===== config.mk =====
export PLATFORM = sky130hd
export DESIGN_NAME = pixel_writer
export DESIGN_NICKNAME = d
export VERILOG_FILES = /design/src/rtl/pixel_writer.sv
export SDC_FILE = /design/constraint.sdc
export NUM_CORES = 1
export LEC_CHECK = 0
export BUFFER_PORTS_ARGS = -buffer_cell sky130_fd_sc_hd__buf_2
export CELL_PAD_IN_SITES_DETAIL_PLACEMENT = 1
export CELL_PAD_IN_SITES_GLOBAL_PLACEMENT = 2
export CORE_MARGIN = 2
export CORE_UTILIZATION = 51
export CTS_CLUSTER_DIAMETER = 30
export DETAILED_ROUTE_END_ITERATION = 16
export MAX_ROUTING_LAYER = met4
export PLACE_DENSITY_LB_ADDON = 0.1
export SYNTH_ARGS = -nofsm -noshare
export SYNTH_HDL_FRONTEND = slang
export SYNTH_SLANG_ARGS = --single-unit

===== constraint.sdc =====
create_clock -name clk -period 9.65 [get_ports clk]
set_input_delay 1.4475 -clock clk [delete_from_list [all_inputs] [get_ports clk]]
set_output_delay 1.4475 -clock clk [all_outputs]
set_load 0.05 [all_outputs]

===== src/rtl/pixel_writer.sv =====
// pixel_writer: buffers pipeline pixels in a small FIFO and streams them to a frame buffer,
// swapping frames on vs. Build option FRAME_DOUBLE_BUF_EN enables ping-pong write/display buffers.
module pixel_writer #(
  parameter int H_DISP     = 1280,
  parameter int V_DISP     = 720,
  parameter int FIFO_DEPTH = 8
) (
  input  logic        clk,
  input  logic        rst_n,
  input  logic        pix_valid,
  input  logic [19:0] pix_addr,
  input  logic [15:0] pix_data,
  input  logic        vs,
  output logic        next_en,
  output logic        wr_req,
  output logic [20:0] wr_addr,
  output logic [15:0] wr_data,
  input  logic        wr_ack,
  output logic        buf_sel,
  output logic [7:0]  frame_cnt,
  output logic        overflow,
  output logic        range_err
);

  localparam int PTR_W = $clog2(FIFO_DEPTH);
  localparam int CNT_W = PTR_W + 1;
  localparam logic [31:0] ADDR_LIMIT = 32'(H_DISP * V_DISP);
  localparam logic [CNT_W-1:0] CNT_FULL = CNT_W'(FIFO_DEPTH);
  localparam logic [CNT_W-1:0] CNT_HIGH = CNT_W'(FIFO_DEPTH - 1);
  localparam logic [CNT_W-1:0] CNT_ONE  = CNT_W'(1);
  localparam logic [CNT_W-1:0] CNT_ZERO = CNT_W'(0);

  localparam logic [1:0] ST_IDLE  = 2'd0;
  localparam logic [1:0] ST_WRITE = 2'd1;
  localparam logic [1:0] ST_DRAIN = 2'd2;
  localparam logic [1:0] ST_SWAP  = 2'd3;

  logic [35:0]      mem_r [FIFO_DEPTH];
  logic [PTR_W-1:0] wptr_r;
  logic [PTR_W-1:0] rptr_r;
  logic [PTR_W-1:0] head_idx_s;
  logic [35:0]      head_s;
  logic [CNT_W-1:0] count_r;
  logic [CNT_W-1:0] count_nx_s;
  logic [1:0]       state_r;
  logic [1:0]       state_nx_s;
  logic             in_range_s;
  logic             full_s;
  logic             push_s;
  logic             pop_s;
  logic             more_s;
  logic             load_s;
  logic             req_nx_s;
  logic             swap_s;
  logic             vs_d_r;
  logic             vs_edge_s;
  logic             swap_pend_r;
  logic             wbuf_s;
  logic             next_en_r;
  logic             wr_req_r;
  logic [20:0]      wr_addr_r;
  logic [15:0]      wr_data_r;
  logic [7:0]       frame_cnt_r;
  logic             overflow_r;
  logic             range_err_r;

  assign in_range_s = ({12'd0, pix_addr} < ADDR_LIMIT);
  assign full_s     = (count_r == CNT_FULL);
  assign push_s     = pix_valid & in_range_s & ~full_s;
  // The head stays in the FIFO while requested; it is only released by the ack.
  assign pop_s      = wr_req_r & wr_ack;
  assign more_s     = (count_r > CNT_ONE);
  assign head_idx_s = pop_s ? (rptr_r + PTR_W'(1)) : rptr_r;
  assign head_s     = mem_r[head_idx_s];
  assign vs_edge_s  = vs & ~vs_d_r;

  // Occupancy after this cycle's push/pop.
  always_comb begin
    count_nx_s = count_r;
    if (push_s && !pop_s) begin
      count_nx_s = count_r + CNT_ONE;
    end else if (pop_s && !push_s) begin
      count_nx_s = count_r - CNT_ONE;
    end else begin
      count_nx_s = count_r;
    end
  end

  // Write FSM next-state, request and head-load decisions.
  always_comb begin
    state_nx_s = state_r;
    req_nx_s   = wr_req_r;
    load_s     = 1'b0;
    swap_s     = 1'b0;
    case (state_r)
      ST_IDLE: begin
        req_nx_s = 1'b0;
        if (swap_pend_r) begin
          state_nx_s = ST_DRAIN;
        end else if (count_r != CNT_ZERO) begin
          load_s     = 1'b1;
          req_nx_s   = 1'b1;
          state_nx_s = ST_WRITE;
        end else begin
          state_nx_s = ST_IDLE;
        end
      end
      ST_WRITE: begin
        if (pop_s) begin
          load_s   = more_s;
          req_nx_s = more_s;
          if (swap_pend_r) begin
            state_nx_s = ST_DRAIN;
          end else if (more_s) begin
            state_nx_s = ST_WRITE;
          end else begin
            state_nx_s = ST_IDLE;
          end
        end else begin
          req_nx_s   = 1'b1;
          state_nx_s = ST_WRITE;
        end
      end
      ST_DRAIN: begin
        if (wr_req_r) begin
          if (pop_s) begin
            load_s   = more_s;
            req_nx_s = more_s;
          end else begin
            req_nx_s = 1'b1;
          end
          state_nx_s = ST_DRAIN;
        end else if (count_r != CNT_ZERO) begin
          load_s     = 1'b1;
          req_nx_s   = 1'b1;
          state_nx_s = ST_DRAIN;
        end else begin
          req_nx_s   = 1'b0;
          state_nx_s = ST_SWAP;
        end
      end
      ST_SWAP: begin
        swap_s     = 1'b1;
        req_nx_s   = 1'b0;
        state_nx_s = ST_IDLE;
      end
      default: begin
        req_nx_s   = 1'b0;
        state_nx_s = ST_IDLE;
      end
    endcase
  end

  // FIFO storage; validity is defined by the pointers, so the array needs no reset.
  always_ff @(posedge clk) begin
    if (push_s) begin
      mem_r[wptr_r] <= {pix_addr, pix_data};
    end
  end

  // FIFO pointers and occupancy.
  always_ff @(posedge clk or negedge rst_n) begin
    if (!rst_n) begin
      wptr_r  <= '0;
      rptr_r  <= '0;
      count_r <= '0;
    end else begin
      if (push_s) begin
        wptr_r <= wptr_r + PTR_W'(1);
      end
      if (pop_s) begin
        rptr_r <= rptr_r + PTR_W'(1);
      end
      count_r <= count_nx_s;
    end
  end

  // FSM state and registered write-port / backpressure outputs.
  always_ff @(posedge clk or negedge rst_n) begin
    if (!rst_n) begin
      state_r   <= ST_IDLE;
      wr_req_r  <= 1'b0;
      wr_addr_r <= 21'd0;
      wr_data_r <= 16'd0;
      next_en_r <= 1'b0;
    end else begin
      state_r  <= state_nx_s;
      wr_req_r <= req_nx_s;
      if (load_s) begin
        wr_addr_r <= {wbuf_s, head_s[35:16]};
        wr_data_r <= head_s[15:0];
      end
      // One slot of margin covers the producer's reaction latency.
      next_en_r <= (count_nx_s < CNT_HIGH) &&
                   ((state_nx_s == ST_IDLE) || (state_nx_s == ST_WRITE));
    end
  end

  // End-of-frame detection and completed-frame counter.
  always_ff @(posedge clk or negedge rst_n) begin
    if (!rst_n) begin
      vs_d_r      <= 1'b0;
      swap_pend_r <= 1'b0;
      frame_cnt_r <= 8'd0;
    end else begin
      vs_d_r <= vs;
      if (swap_s) begin
        swap_pend_r <= 1'b0;
        frame_cnt_r <= frame_cnt_r + 8'd1;
      end else if (vs_edge_s && ((state_r == ST_IDLE) || (state_r == ST_WRITE))) begin
        swap_pend_r <= 1'b1;
      end
    end
  end

  // Sticky drop indicators.
  always_ff @(posedge clk or negedge rst_n) begin
    if (!rst_n) begin
      overflow_r  <= 1'b0;
      range_err_r <= 1'b0;
    end else begin
      if (pix_valid && in_range_s && full_s) begin
        overflow_r <= 1'b1;
      end
      if (pix_valid && !in_range_s) begin
        range_err_r <= 1'b1;
      end
    end
  end

`ifdef FRAME_DOUBLE_BUF_EN
  logic wbuf_r;
  logic buf_sel_r;

  // Ping-pong select: display always reads the buffer not being written.
  always_ff @(posedge clk or negedge rst_n) begin
    if (!rst_n) begin
      wbuf_r    <= 1'b0;
      buf_sel_r <= 1'b1;
    end else if (swap_s) begin
      wbuf_r    <= ~wbuf_r;
      buf_sel_r <= wbuf_r;
    end
  end

  assign wbuf_s  = wbuf_r;
  assign buf_sel = buf_sel_r;
`else
  assign wbuf_s  = 1'b0;
  assign buf_sel = 1'b0;
`endif

  assign next_en   = next_en_r;
  assign wr_req    = wr_req_r;
  assign wr_addr   = wr_addr_r;
  assign wr_data   = wr_data_r;
  assign frame_cnt = frame_cnt_r;
  assign overflow  = overflow_r;
  assign range_err = range_err_r;

endmodule


==> flow_summary_export.csv <==
group,metric,value,unit
run_status,status,"completed",
finish,num-nets-final,842,
global_routing,grt.total_usage,0.233,
setup_path,endpoint_kind,"register",
clock_network,cts_sinks,350,
synth,avgSynthCellArea,21.2,um^2
finish,postLayoutCellArea,17000,um^2
worst_hold_path,hold_path_class,"register to register",
clock_network,numCtsBuffers,71,
setup_path,cp_slowest_cell,"buf_4",
routing,dr_total_vias,6871,
timing,finalSetupViolations,0,
timing,finalCriticalPeriod,4.22,ns
synth,seq_area_frac_synth,0.752,
power,ir_worst_vdd,0.000464,V
synth,ys_ff_latch,350,
floorplan,dieArea,27900,um^2
timing,fmax,237,MHz
setup_path,path_max_fanout,41,
synth,synth.distinct_cells,46,
clock_network,postCtsHoldBufs,0,
routing,route.detailed.drc,0,
setup_path,worst_ep_required_time,10.08,ns
setup_path,crit_arrival,4.65,ns
floorplan,rows,59,
synth,synth_edf_count,288,
floorplan,die_w,167,um
power,p_switching,0.00210,W
synth,yosysTopAreaCell,"edfxtp_1",
synth,synth_top_area_share,0.637,
finish,synthToLayoutAreaGrowth,25.3,%
worst_hold_path,holdPathStages,1,
clock_network,cts_tree,"yes",
routing,drt_pass1_iterations,4,
finish,layout-drive-gt1-share,0.448,
floorplan,io-pin-count,91,
clock_network,root_buffer,"clkbuf_16",
power,powerDensity,392,nW/um^2
clock_network,clockBufferDepth,3,
timing,hold_viol_final,0,
power,p_leak,6.06,nW
global_routing,grt_pass1_vias,7835,
clock_network,path_clk_slew,0.05,ns
setup_path,max_stage_delay,0.79,ns
power,swShare,0.315,
clock_network,htreeDepth,3,
power,clkPwrFrac,0.378,
timing,skew,0.0154,ns
finish,mostFrequentLayoutCell,"edfxtp_1",
synth,async_flop_share,0.177,
timing,layout_worst_path_cycle_share,0.437,
global_routing,antenna_found_initial,2,
timing,maxSlewViolCount,0,
placed_design,place_area,14500,um^2
placed_design,place_congestion,0.743,
setup_path,start_kind,"input pin",
setup_path,worstSetupPathType,"input pin to register",
synth,synth_warnings,0,
global_routing,global_route.usage.met3,0.0466,
floorplan,core_area,26100,um^2
global_routing,grt_overflow,0,
synth,synth.cell_area,13600,um^2
setup_path,reg2regPathDepth,7,
routing,postRouteAntennaNets,0,
synth,syn_inst,640,
finish,num-fill-cells,2152,
placed_design,place.port_buffers,88,
floorplan,chipHeight,167,um
clock_network,cts_setup_buffers,0,
power,combPwrFrac,0.310,
global_routing,grt_start_max_net_pins,63,
routing,vias_per_cell,5.77,
timing,max-slew-margin-rel,0.242,
global_routing,top_usage_layer,"met2",
synth,synth_area_leaders,"edfxtp_1 (64%), mux4_2 (12%), dfrtp_1 (11%)",
finish,final_cell_mix,"edfxtp_1 (288), buf_2 (87), mux2_2 (73), clkbuf_16 (73), mux4_2 (72)",
setup_path,crit_chain,"buf_2, and2_1, xnor2_4, buf_4, buf_4, mux4_2, mux2_2, mux2_2",
timing,grt_setup_unrepaired,"no",
clock_network,clk_latency,0.56,ns
routing,drtIter0Drc,423,
job,timing.max_cap.violations,0,
clock_network,cts.repair.resized,0,
global_routing,grt_first_pass_wirelength,47.1,mm
power,power_frac_seq,0.312,
global_routing,grtUsageMet2,0.374,
timing,finalSetupTns,0,ns
global_routing,globalRouteMet1Util,0.298,
routing,drt_wl_total,30.1,mm
power,internal_power,0.00456,W
placed_design,dpl.hpwl,15.9,mm
timing,worstMarginPinSlew,1.14,ns
routing,wire_per_inst,25.3,um
floorplan,initial_core_util,0.521,
synth,synth_ff_type,"edfxtp_1",
==> flip-flops by register name, summed over array words and instances (netlist names) <==
name / flops
overflow: 1
mem_r: 288
wr_addr: 20
state_r: 2
range_err: 1
wr_req: 1
wptr_r: 3
rptr_r: 3
count_r: 4
vs_d_r: 1
frame_cnt: 8
next_en: 1
wr_data: 16
swap_pend_r: 1
==> area by class of cell <==
class,instances,area [um^2],share of cell area
clock buffers,84,1890,0.111
multi-input cells,258,3250,0.191
diodes,2,5.00,0.000294
repair buffers,107,586,0.0344
well taps,335,419,0.0247
inverters,6,22.5,0.00132
flip-flops and latches,350,10200,0.600
clock inverters,48,629,0.0370
==> kinds of logic (layout without fill, tap and decap cells) <==
kind of cell             Yosys count  count (layout)  share of synthesized area
AO/OA/AOI/OAI                     29              29                     0.0139
XOR/XNOR                          12              12                    0.00913
adder cells (fa/ha/maj)            7               7                    0.00645
buffers and inverters             33             245                     0.0131
flip-flops                       350             350                      0.752
multiplexers                     147             147                      0.182
other                              1               4                   0.000276
AND/OR/NAND/NOR                   61              61                     0.0238
==> power groups by stage <==
| stage | clock network (W) | registers (W) | logic, W |
|---|---|---|---|
| floorplan | 0 | 0.00237 | 0.00131 |
| global placement | 0 | 0.00208 | 0.00204 |
| detailed placement | 0 | 0.00210 | 0.00208 |
| CTS | 0.00255 | 0.00208 | 0.00211 |
| global route | 0.00262 | 0.00211 | 0.00222 |
| finish | 0.00252 | 0.00208 | 0.00206 |
==> worst max-delay path, delay by kind of cell <==
| family | cells | cell delay (ns) |
|---|---|---|
| mux | 3 | 1.21 |
| xor+xnor | 1 | 0.15 |
| buf+inv | 3 | 1.45 |
| simple gates | 1 | 0.35 |
==> cells in the mapped netlist (2+ instances only) <==
cell and number:
edfxtp_1 288, mux2_2 73, mux4_2 72, dfrtp_1 62
clkbuf_1 14, nand2_1 14, nor2_1 9, nor3_1 8
xnor2_1 8, ha_1 7, a21oi_1 6, buf_4 6
nand3_1 6, inv_1 5, nor3b_1 5, o21ai_0 5
buf_6 4, nand2b_1 4, and2_1 3, o211ai_1 3
o22ai_1 3, xor2_1 3, a21o_1 2, buf_1 2
mux2i_1 2, nand4_1 2, nor4b_1 2, o21a_1 2
o21bai_1 2, or3_1 2
==> routing by layer <==
| metal | share of wire | up-vias |
|---|---|---|
| li1 | - | 2946 |
| met1 | 0.43 | 3667 |
| met2 | 0.50 | 183 |
| met3 | 0.041 | 75 |
| met4 | 0.027 | 0 |
| met5 | 0 | - |
==> path summary, 6_finish.rpt <==
path / startpoint / endpoint / slack (ns)
max: wr_ack / wr_addr[3] / 5.43
min: overflow / overflow / 0.45
max reg2reg: wr_req / wr_addr[3] / 5.97
min reg2reg: overflow / overflow / 0.45
max in group asynchronous: rst_n / wr_data[3] / 7.98
min in group asynchronous: rst_n / wr_addr[10] / 1.05
==> stage by stage <==
stage               instances   util  worst slack (ns)  power, W  hold slack, ns
floorplan                 641      -              3.18   0.00368           0.524
global placement         1056  0.555              4.85   0.00411           0.435
detailed placement       1056  0.555              4.76   0.00418           0.443
CTS                      1188  0.652              5.29   0.00674           0.452
global route             1190  0.652              5.11   0.00695           0.476
finish                   1190  0.652              5.43   0.00666           0.447
(Power assumes the default switching activity.)
